**src/rtl/rom_seq_pkg.sv**
```systemverilog
// Shared types for the ROM read sequencer.
package rom_seq_pkg;

  typedef enum logic [1:0] {
    S_IDLE  = 2'd0,
    S_ADDR  = 2'd1,
    S_LAT   = 2'd2,
    S_VALID = 2'd3
  } state_t;

endpackage

```
**src/rtl/rom_sequencer.sv**
```systemverilog
// Walks a synchronous ROM between two addresses, absorbs its read latency and
// hands each word downstream on a valid/ready stream.
//
// state   | meaning
// S_IDLE  | waiting for start
// S_ADDR  | ADDR stable, ROM samples it this edge
// S_LAT   | ROM output valid, captured into data_out
// S_VALID | word offered downstream until handshake
module rom_sequencer
  import rom_seq_pkg::*;
#(
  parameter int BITS_DATA = 8,
  parameter int BITS_ADDR = 3
) (
  input  logic                 clk,
  input  logic                 rst,
  input  logic                 start,
  input  logic [BITS_ADDR-1:0] first_addr,
  input  logic [BITS_ADDR-1:0] last_addr,
  input  logic                 loop,
  input  logic                 abort,
  output logic [BITS_ADDR-1:0] ADDR,
  input  logic [BITS_DATA-1:0] rom_data,
  output logic [BITS_DATA-1:0] data_out,
  output logic                 data_valid,
  input  logic                 data_ready,
  output logic                 busy,
  output logic                 done,
  output logic [BITS_ADDR:0]   word_cnt
);

  localparam logic [BITS_ADDR-1:0] ADDR_ONE = 1;
  localparam logic [BITS_ADDR:0]   CNT_ONE  = 1;
  localparam logic [BITS_ADDR:0]   CNT_MAX  = '1;

  state_t                 state, state_nxt;
  logic [BITS_ADDR-1:0]   first_q, last_q;
  logic                   loop_q;
  logic                   latch;
  logic [BITS_ADDR-1:0]   addr_nxt;
  logic [BITS_DATA-1:0]   dout_nxt;
  logic                   valid_nxt;
  logic                   done_nxt;
  logic [BITS_ADDR:0]     cnt_nxt;
  logic                   hs;

  assign busy = (state != S_IDLE);
  assign hs   = data_valid & data_ready;

  always_ff @(posedge clk) begin
    if (rst) begin
      state      <= S_IDLE;
      first_q    <= '0;
      last_q     <= '0;
      loop_q     <= 1'b0;
      ADDR       <= '0;
      data_out   <= '0;
      data_valid <= 1'b0;
      done       <= 1'b0;
      word_cnt   <= '0;
    end else begin
      state      <= state_nxt;
      ADDR       <= addr_nxt;
      data_out   <= dout_nxt;
      data_valid <= valid_nxt;
      done       <= done_nxt;
      word_cnt   <= cnt_nxt;
      if (latch) begin
        first_q <= first_addr;
        last_q  <= last_addr;
        loop_q  <= loop;
      end
    end
  end

  always_comb begin
    state_nxt = state;
    addr_nxt  = ADDR;
    dout_nxt  = data_out;
    valid_nxt = data_valid;
    done_nxt  = 1'b0;
    cnt_nxt   = word_cnt;
    latch     = 1'b0;

    case (state)
      S_IDLE: begin
        if (start) begin
          latch     = 1'b1;
          addr_nxt  = first_addr;
          cnt_nxt   = '0;
          state_nxt = S_ADDR;
        end
      end
      S_ADDR: state_nxt = S_LAT;
      S_LAT: begin
        dout_nxt  = rom_data;
        valid_nxt = 1'b1;
        state_nxt = S_VALID;
      end
      S_VALID: begin
        if (hs) begin
          if (word_cnt != CNT_MAX) cnt_nxt = word_cnt + CNT_ONE;
          valid_nxt = 1'b0;
          if (ADDR != last_q) begin
            addr_nxt  = ADDR + ADDR_ONE;
            state_nxt = S_ADDR;
          end else if (loop_q) begin
            addr_nxt  = first_q;
            state_nxt = S_ADDR;
          end else begin
            done_nxt  = 1'b1;
            state_nxt = S_IDLE;
          end
        end
      end
      default: state_nxt = S_IDLE;
    endcase

    // Abort wins over everything except the word count of a same-cycle handshake.
    if (state != S_IDLE && abort) begin
      state_nxt = S_IDLE;
      addr_nxt  = ADDR;
      dout_nxt  = data_out;
      valid_nxt = 1'b0;
      done_nxt  = 1'b1;
    end
  end

endmodule

```
**config.mk**
```make
export PLATFORM = sky130hd
export DESIGN_NAME = rom_sequencer
export DESIGN_NICKNAME = d
export VERILOG_FILES = /design/src/rtl/rom_seq_pkg.sv /design/src/rtl/rom_sequencer.sv
export SDC_FILE = /design/constraint.sdc
export NUM_CORES = 1
export LEC_CHECK = 0
export BUFFER_PORTS_ARGS = -buffer_cell sky130_fd_sc_hd__buf_4
export CORE_UTILIZATION = 51
export DETAILED_ROUTE_END_ITERATION = 7
export HOLD_SLACK_MARGIN = 0.06
export PLACE_DENSITY = 0.82
export SLEW_MARGIN = 20
export SYNTH_ARGS = -nofsm -noshare
export SYNTH_HDL_FRONTEND = slang
export SYNTH_SLANG_ARGS = --single-unit
```
**constraint.sdc**
```tcl
create_clock -name clk -period 1.8 [get_ports clk]
set_input_delay 0.45 -clock clk [delete_from_list [all_inputs] [get_ports clk]]
set_output_delay 0.45 -clock clk [all_outputs]
set_load 0.03 [all_outputs]
```
Word level (Yosys, flattened, before mapping)
Cells that the tools add are included.
{"block": "classes", "n_reduce_logical": 11, "muxes": 23, "bitwise": 2, "eq_ne": 9, "addsub": 2}
{"op": "3-bit two-way mux", "count": 4}
{"op": "4-bit two-way mux", "count": 3}
{"op": "1-bit two-way mux", "count": 10}
{"op": "2-bit one-hot mux with 4 select lines", "count": 1}
{"op": "4-bit one-hot mux with 2 select lines", "count": 1}
{"op": "2-bit inequality test, second input constant", "count": 3}
{"op": "3-bit one-hot mux with 2 select lines", "count": 1}
{"op": "2-bit AND reduction", "count": 3}
{"op": "2-bit nonzero test", "count": 3}
{"op": "5-bit AND reduction", "count": 1}
{"op": "4-bit by 1-bit adder with 4-bit output, second input constant", "count": 1}
{"op": "2-bit == test, second input constant", "count": 2}
{"op": "2-bit two-way mux", "count": 2}
{"op": "4-bit inequality test, second input constant", "count": 1}
{"op": "4-bit AND reduction", "count": 1}
{"op": "3-bit by 1-bit adder with 3-bit output, second input constant", "count": 1}
{"op": "3-bit inequality test", "count": 1}
{"op": "3-bit inequality test, second input constant", "count": 1}
{"op": "2-bit by 1-bit == test with 1-bit output, second input constant", "count": 1}
{"op": "2-bit zero test", "count": 1}
{"op": "1-bit one-hot mux with 2 select lines", "count": 1}
{"op": "2-bit OR reduction", "count": 1}
{"op": "1-bit bitwise AND", "count": 1}
{"op": "1-bit logical AND", "count": 1}
{"op": "1-bit NOT", "count": 1}
{"block": "word_totals", "ff_bits": 26, "output_inout_bits": 18}

Longest topological paths before layout
Gate-level depths: netlist of the first run.
{"block": "depth", "depth_word": 5, "depth_mapped": 7}

Worst setup path after synthesis of the first run
Ideal clock, no wire load.
{"block": "synth_timing", "path_type": "register to register", "startpoint": "register state[0]", "endpoint": "register data_out[0]", "setup_slack_ns": 0.253, "synth_period_minus_slack_ns": 1.547, "path_stages_with_launch": 8, "arrival_ns": 1.419, "path_cell_list": "dfxtp_1 -> inv_1 -> ha_1 -> nor2b_2 -> nand2b_1 -> buf_4 -> mux2i_1 -> nor2_1"}
{"block": "synth_between", "elab_chain_cells": 4, "word_cells_on_any_way": 5, "classes_between": "eq/ne: 1; bitwise: 1; reduce/logical: 3"}
{"item": "from (decl)", "line": "rom_sequencer.sv:36", "rtl": "state_t state, state_nxt;"}
{"item": "from (signal assigned)", "line": "rom_sequencer.sv:62", "rtl": "state <= state_nxt;"}
{"item": "2-bit nonzero test", "line": "rom_sequencer.sv:120", "rtl": "if (state != S_IDLE && abort) begin"}
{"item": "1-bit logical AND", "line": "rom_sequencer.sv:120"}
{"item": "1-bit NOT (no source line)"}
{"item": "2-bit AND reduction (no source line) *"}
{"item": "to (signal assigned)", "line": "rom_sequencer.sv:64", "rtl": "data_out <= dout_nxt;"}
{"item": "to (decl)", "line": "rom_sequencer.sv:24", "rtl": "output logic [BITS_DATA-1:0] data_out,"}
Every way passes the cells marked *; elsewhere a longest branch is shown, timed or not.
A chain may end at the register's enable or synchronous reset.

Worst setup path after layout of the first run
{"block": "layout_timing", "startpoint": "register state[1]", "endpoint": "output port busy"}
{"block": "layout_between", "elab_chain_cells": 1}
{"item": "2-bit nonzero test", "line": "rom_sequencer.sv:47", "rtl": "assign busy = (state != S_IDLE);"}
{"item": "to (decl)", "line": "rom_sequencer.sv:27", "rtl": "output logic busy,"}
No other way between the ends.

==> results.toml, run 1 <==
[clock_network]
ctsHtreeMaxLevel = 1
numCtsBuffers = 3
insertion_delay_ps = 320
post_cts_buffers = 0
clockBufferDepth = 2
cts_hold_buf = 0
clock_sinks = 26
cts_tree = "built"
clk_pin_slew_ps = 140
clock-root-buffer = "clkbuf_4"

[placement]
numPlacedInstances = 217
io_buffers = 37
place_congestion = 0.786
place_ws_ps = 156
post-dp-hpwl_um = 2260

[status]
status = "finished clean"

[critical_path]
cp_max_fo = 10
critPathKind = "reg2out"
r2r-start = "state[1]"
start_kind = "flip-flop"
critical_path.startpoint = "state[1]"
crit_slowest_cell = "dfxtp_4"
crit_chain = "inv_2, ha_4, buf_6, inv_1, buf_4"
worstSetupEndpointType = "output port"
arrival_ps = 1260
worstPathRequired_ps = 1350
max_stage_delay_ps = 390

[routing]
totalWireLength_um = 2970
vias_per_cell = 5.53
wl_per_cell_um = 13.4
drt_iter0_drc = 40
drt-pass1-iter-count = 4
vias = 1223
drc = 0
ant_nets = 0

[sta]
min_period_ps = 1710
tns_ps = 0
tightest_slew_ps = 335
hold_viol_final = 0
relSlewSlack = 0.776
setup_viol = 0
finalWorstSetupSlack_ps = 87.0
slew_viol_final = 0
rsz0062_at_grt = "no"
hold_ws_ps = 355
clock.fmax_mhz = 584
fin_skew_ps = 6.37
period_share = 0.952

[floorplanning]
die_x_um = 53.5
core_mm2 = 0.00250
rows = 18
die_y_um = 53.5
initial_utilization = 0.542
ios = 38
die_area_mm2 = 0.00286

[synth]
ys_ff_latch = 26
synth_cell_types = 39
yosysTopAreaCell = "dfxtp_1"
synth_top_area_share = 0.384
ys_top_cells_by_area = "dfxtp_1, mux2i_1, ha_1"
ys_seq_area_frac = 0.384
ys_async_sr_fraction = 0
synth_ff_type = "dfxtp_1"
synth-edff-count = 0
ys.warnings.count = 0
avgSynthCellArea_um2 = 8.91
syn-instance-count = 152
synth_nets = 178
syn_area_mm2 = 0.00135

[cells_and_area]
area_delta_synth_final_pct = 28.9
nNetsFinal = 218
stdcell_count = 221
layout-drive-gt1-share = 0.314
diodes = 0
fill_cells = 197

[hold_path]
min_from = "rom_data[2]"
hp-class = "in2reg"

[global_routing]
grt_max_degree = 29
grt_pass1_vias = 1062
grt_pass1_wl_um = 4500
gr-total-overflow = 0
track_usage = 0.216
antenna_found_initial = 0

[power]
irDropWorstVdd_mv = 0.995
p_total_mw = 2.65
p_per_area_mw_per_mm2 = 1520
cellLeakagePower_nw = 0.791

[run]
cap_viol_max_count = 0
[worst max-delay path: cells and delay by family (launching register included)]
kind | cells | cell delay (ps)
DFF | 1 | 390
adders and majority gates | 1 | 150
buffers and inverters | 4 | 420
[synth_stat cells (2+ instances only)]
master	number
dfxtp_1	26
nor2_1	17
a21oi_1	12
nand2_1	11
mux2i_1	10
nand3_1	10
ha_1	6
inv_1	6
nor3_1	6
o21ai_0	5
and2_1	3
clkbuf_1	3
xnor2_2	3
a21boi_0	2
a41oi_1	2
and3_1	2
buf_4	2
nand2b_1	2
nand4_1	2
nor4_1	2
o32ai_1	2
[stage by stage]
step                 util  instance area, µm²
floorplan               -                1350
global placement    0.669                1670
detailed placement  0.669                1670
CTS                 0.697                1740
global route        0.698                1750
finish              0.698                1750
[cell type report]
type | instances | area (µm²) | share of cell area
Clock buffer | 3 | 22.5 | 0.0129
Clock inverter | 1 | 30.0 | 0.0172
Inverter | 6 | 22.5 | 0.0129
Multi-Input combinational cell | 113 | 788 | 0.452
Sequential cell | 26 | 526 | 0.301
Tap cell | 30 | 37.5 | 0.0215
Timing Repair Buffer | 42 | 319 | 0.183
[path summary, 6_finish.rpt]
path	end	slack, ps	cells after the start
hold reg to reg	first_q[2]	480	2
setup reg to reg	state[0]	200	5
setup / recovery	busy	90	5
hold / removal	data_out[2]	350	3
[kinds of logic after synthesis]
kind of cell    synth area share
mux                       0.0739
compound gates             0.142
buf+inv                   0.0425
simple gates               0.259
fa+ha+maj                 0.0555
xor+xnor                  0.0425
flops                      0.384
[layout by cell type (no fill, tap or decap), types with 2 or more instances in the layout]
master / n
nor2_1: 17
o21ai_0: 5
xnor2_2: 3
ha_1: 5
and3_1: 2
nand3_1: 10
nand2_1: 11
a21boi_0: 2
nand4_1: 2
mux2i_1: 10
and2_1: 3
nand2b_1: 2
buf_4: 41
a41oi_1: 2
nor3_1: 6
o32ai_1: 2
dfxtp_1: 24
inv_2: 2
clkbuf_4: 3
nor4_1: 2
inv_1: 4
a21oi_1: 12
[power breakdown]
group	internal, mW	total (mW)	switching, mW
logic	0.624	1.42	0.792
clock network	0.225	0.395	0.170
registers	0.707	0.837	0.130
total	1.56	2.65	1.09
[registers in the layout, summed over array words and instances (netlist names)]
| signal | count |
|---|---|
| data_out | 8 |
| word_cnt | 4 |
| ADDR | 3 |
| first_q | 3 |
| last_q | 3 |
| state | 2 |
| data_valid | 1 |
| done | 1 |
| loop_q | 1 |
[metal layers]
layer,up-vias,share of wire,track usage
met2,29,0.51,0.385
met4,0,0.0040,0.0658
li1,618,-,-
met1,574,0.45,0.266
met3,2,0.034,0.0259
met5,-,0,0
[timing repair]
| action | 4_1_cts | 5_1_grt |
|---|---|---|
| resized for setup | 5 | 3 |
| pin swaps | 1 | 0 |
| endpoints found under the setup margin | 1 | 1 |
Note: power is estimated with default switching activity, not from simulation.
==> inputs of run 2 (changes only) <==
--- a/config.mk
+++ b/config.mk
@@ -6,7 +6,9 @@
 export NUM_CORES = 1
 export LEC_CHECK = 0
 export BUFFER_PORTS_ARGS = -buffer_cell sky130_fd_sc_hd__buf_4
-export CORE_UTILIZATION = 51
+export CELL_PAD_IN_SITES_DETAIL_PLACEMENT = 1
+export CELL_PAD_IN_SITES_GLOBAL_PLACEMENT = 2
+export CORE_UTILIZATION = 30
 export DETAILED_ROUTE_END_ITERATION = 7
 export HOLD_SLACK_MARGIN = 0.06
 export PLACE_DENSITY = 0.82
==> results.toml, run 2 (synthesis results as in run 1) <==
[clock_network]
insertion_delay_ps = 280
cts_tree = "built"
clockBufferDepth = 2
post_cts_buffers = 0
clock-root-buffer = "clkbuf_8"
clock_sinks = 26
numCtsBuffers = 3
ctsHtreeMaxLevel = 1
clk_pin_slew_ps = 100

[power]
p_total_mw = 2.77
p_per_area_mw_per_mm2 = 1550
cellLeakagePower_nw = 0.799
irDropWorstVdd_mv = 0.521

[run]
cap_viol_max_count = 0

[global_routing]
grt_pass1_vias = 1280
met3_usage = 0.0247
grt_max_degree = 29
busiest_layer = "met2"
grt.met2_usage = 0.252
grt_use_met1 = 0.216
antenna_found_initial = 0
grt_pass1_wl_um = 6150
gr-total-overflow = 0
track_usage = 0.157

[routing]
vias_per_cell = 5.04
ant_nets = 0
drt-pass1-iter-count = 4
vias = 1224
totalWireLength_um = 3620
drc = 0
wl_per_cell_um = 14.9
drt_iter0_drc = 39

[sta]
slew_viol_final = 0
relSlewSlack = 0.787
fin_skew_ps = 3.12
setup_viol = 0
hold_ws_ps = 399
tns_ps = 0
hold_viol_final = 0
clock.fmax_mhz = 589
period_share = 0.943
rsz0062_at_grt = "no"
tightest_slew_ps = 318
min_period_ps = 1700

[cells_and_area]
regMostFlops = "data_out"
final_common_cell = "buf_4"
nNetsFinal = 218
reg_top3 = "data_out (8), word_cnt (4)"
final_cell_mix = "buf_4, dfxtp_1, nor2_1"
fin_area_mm2 = 0.00179
layout-drive-gt1-share = 0.309
diodes = 0
largest_reg_flops = 8
area_delta_synth_final_pct = 32.2

[hold_path]
hp-class = "in2reg"

[critical_path]
start_kind = "flip-flop"
worstSetupEndpointType = "output port"
worstPathRequired_ps = 1350
arrival_ps = 1250
cp_max_fo = 10
critPathKind = "reg2out"

[floorplanning]
die_y_um = 69.2
rows = 24
die_area_mm2 = 0.00479
initial_utilization = 0.311
die_x_um = 69.2
ios = 38
core_mm2 = 0.00435

[status]
status = "finished clean"

[placement]
place_congestion = 0.780
io_buffers = 37
dpl_cell_area_mm2 = 0.00170
post-dp-hpwl_um = 2630
==> run 2: cell count changes in the layout (fill, tap and decap cells not counted) <==
cell      before  now
inv_1          4    5
dfxtp_2        1    2
inv_2          2    1
clkbuf_4       3    0
clkbuf_8       0    3
dfxtp_4        1    0
==> run 2: worst paths after layout <==
path / end / depth (start not counted) / start / slack [ps]
hold reg to reg: first_q[2] / 2 / first_q[2] / 480
hold / removal: data_out[0] / 3 / rom_data[0] / 400
setup / recovery: busy / 5 / state[1] / 100
setup reg to reg: ADDR[1] / 6 / state[1] / 220
==> run 2: stage by stage <==
stage	utilization	worst slack [ps]	cells
global placement	0.390	184	239
finish	0.411	103	243
detailed placement	0.390	159	239
floorplan	-	253	152
CTS	0.409	20.9	243
global route	0.411	40.8	243
==> run 2: repair_timing <==
item	CTS	global route
hold buffers	0	0
setup endpoints to repair	1	1
gates resized for setup	4	2
hold endpoints to repair	0	0
==> run 2: final cells by class <==
class                   instances  area [µm²]
clock buffers                   3        41.3
clock inverters                 1        30.0
fillers                       510        2560
inverters                       6        22.5
multi-input cells             113         788
flip-flops and latches         26         523
well taps                      52        65.1
repair buffers                 42         319
==> run 2: report_power, final <==
part	switching, mW	leakage [nW]	internal, mW
Clock	0.204	0.0357	0.298
Sequential	0.129	0.213	0.704
Combinational	0.806	0.550	0.625
Total	1.14	0.799	1.63
==> run 2: critical path, cell delays in order, from the launching register on <==
cell	delay, ps
dfxtp_2	370
inv_1	90
ha_4	180
buf_6	140
inv_1	50
buf_4	150
==> run 2: per-layer routing <==
layer / wire length, µm / part of all wire / vias to the layer above
li1: - / - / 613
met1: 1710 / 0.47 / 588
met2: 1770 / 0.49 / 18
met4: 43 / 0.012 / 0
met3: 93 / 0.026 / 5
met5: 0 / 0 / -
==> inputs of run 3 (changes only) <==
--- a/config.mk
+++ b/config.mk
@@ -11,6 +11,7 @@
 export CORE_UTILIZATION = 30
 export DETAILED_ROUTE_END_ITERATION = 7
 export HOLD_SLACK_MARGIN = 0.06
+export MAX_ROUTING_LAYER = met4
 export PLACE_DENSITY = 0.82
 export SLEW_MARGIN = 20
 export SYNTH_ARGS = -nofsm -noshare
==> results.toml, run 3 (synthesis results as in run 1) <==
[cells_and_area]
nNetsFinal = 218
layout-drive-gt1-share = 0.309
register_area_um2 = 523
diodes = 0
final_cell_mix = "buf_4, dfxtp_1, nor2_1"
area_delta_synth_final_pct = 32.2
multi_input_area_um2 = 788
fill_cells = 510
final_common_cell = "buf_4"
largest_reg_flops = 8
reg_top3 = "data_out (8), word_cnt (4)"
regMostFlops = "data_out"

[routing]
wl_per_cell_um = 14.8
drt-pass1-iter-count = 4
drt_iter0_drc = 32
drc = 0
ant_nets = 0
vias_per_cell = 5.01
vias = 1217
totalWireLength_um = 3600

[global_routing]
track_usage = 0.161
antenna_found_initial = 0
grt_pass1_wl_um = 6150
grt_pass1_vias = 1281
grt_max_degree = 29
gr-total-overflow = 0

[sta]
finalWorstSetupSlack_ps = 104
period_share = 0.942
tightest_slew_ps = 331
min_period_ps = 1700
clock.fmax_mhz = 590
slew_viol_final = 0
hold_viol_final = 0
fin_skew_ps = 2.95
tns_ps = 0
relSlewSlack = 0.778
rsz0062_at_grt = "no"
setup_viol = 0

[power]
cellLeakagePower_nw = 0.799
irDropWorstVdd_mv = 0.521
p_per_area_mw_per_mm2 = 1550

[floorplanning]
core_mm2 = 0.00435
ios = 38
die_x_um = 69.2
initial_utilization = 0.311
die_y_um = 69.2
die_area_mm2 = 0.00479
rows = 24

[critical_path]
worstSetupEndpointType = "output port"
arrival_ps = 1250
worstPathRequired_ps = 1350
cp_max_fo = 10
start_kind = "flip-flop"
reg2regPathDepth = 6
critPathKind = "reg2out"

[clock_network]
insertion_delay_ps = 280
clock-root-buffer = "clkbuf_8"
ctsHtreeMaxLevel = 1
cts_tree = "built"
clock_sinks = 26
numCtsBuffers = 3
clk_pin_slew_ps = 100
clockBufferDepth = 2

[hold_path]
hp-class = "in2reg"
whs_path_depth = 3

[placement]
place_ws_ps = 159
place_congestion = 0.790
post-dp-hpwl_um = 2630
io_buffers = 37

[run]
cap_viol_max_count = 0

[status]
status = "finished clean"
[run 3: what timing repair did]
| item | CTS | global route |
|---|---|---|
| gates cloned | 0 | 0 |
| hold buffers | 0 | 0 |
| gates resized for setup | 4 | 2 |
| buffers inserted | 0 | 0 |
| endpoints found under the setup margin | 1 | 1 |
[run 3: cell type report]
| class | count | share of cell area |
|---|---|---|
| multi-input combinational | 113 | 0.441 |
| sequential | 26 | 0.292 |
| tap | 52 | 0.0364 |
| clock inverter | 1 | 0.0168 |
| clock buffer | 3 | 0.0231 |
| inverter | 6 | 0.0126 |
| timing repair buffer | 42 | 0.178 |
[run 3: worst max-delay path: stages (launching register included)]
cell	delay [ps]
dfxtp_2	370
inv_1	90
ha_4	180
buf_6	140
inv_1	50
buf_4	150
[run 3: final timing paths]
check / from / to / slack [ps]
worst max-delay path: state[1] / busy / 100
worst min-delay path: rom_data[0] / data_out[0] / 400
worst max register to register: state[1] / ADDR[0] / 220
worst min register to register: first_q[2] / first_q[2] / 480
[run 3: stage by stage]
step	instance area (µm²)	utilization	std cells	hold slack, ps	total power [mW]
floorplan	1350	-	152	431	1.79
global placement	1700	0.390	239	446	2.17
detailed placement	1700	0.390	239	463	2.21
CTS	1780	0.409	243	396	2.75
global route	1790	0.411	243	392	2.95
finish	1790	0.411	243	399	2.77
[run 3: per-layer routing]
metal	track usage	routed length (µm)	vias to the layer above
met1	0.218	1710	577
met2	0.254	1760	21
met5	-	0	-
met3	0.0203	84	5
met4	0.0476	41	0
li1	-	-	614
[run 3: where the power goes]
part | internal (mW) | total [mW] | switching, mW
logic | 0.625 | 1.43 | 0.806
clock network | 0.298 | 0.502 | 0.204
registers | 0.704 | 0.833 | 0.129
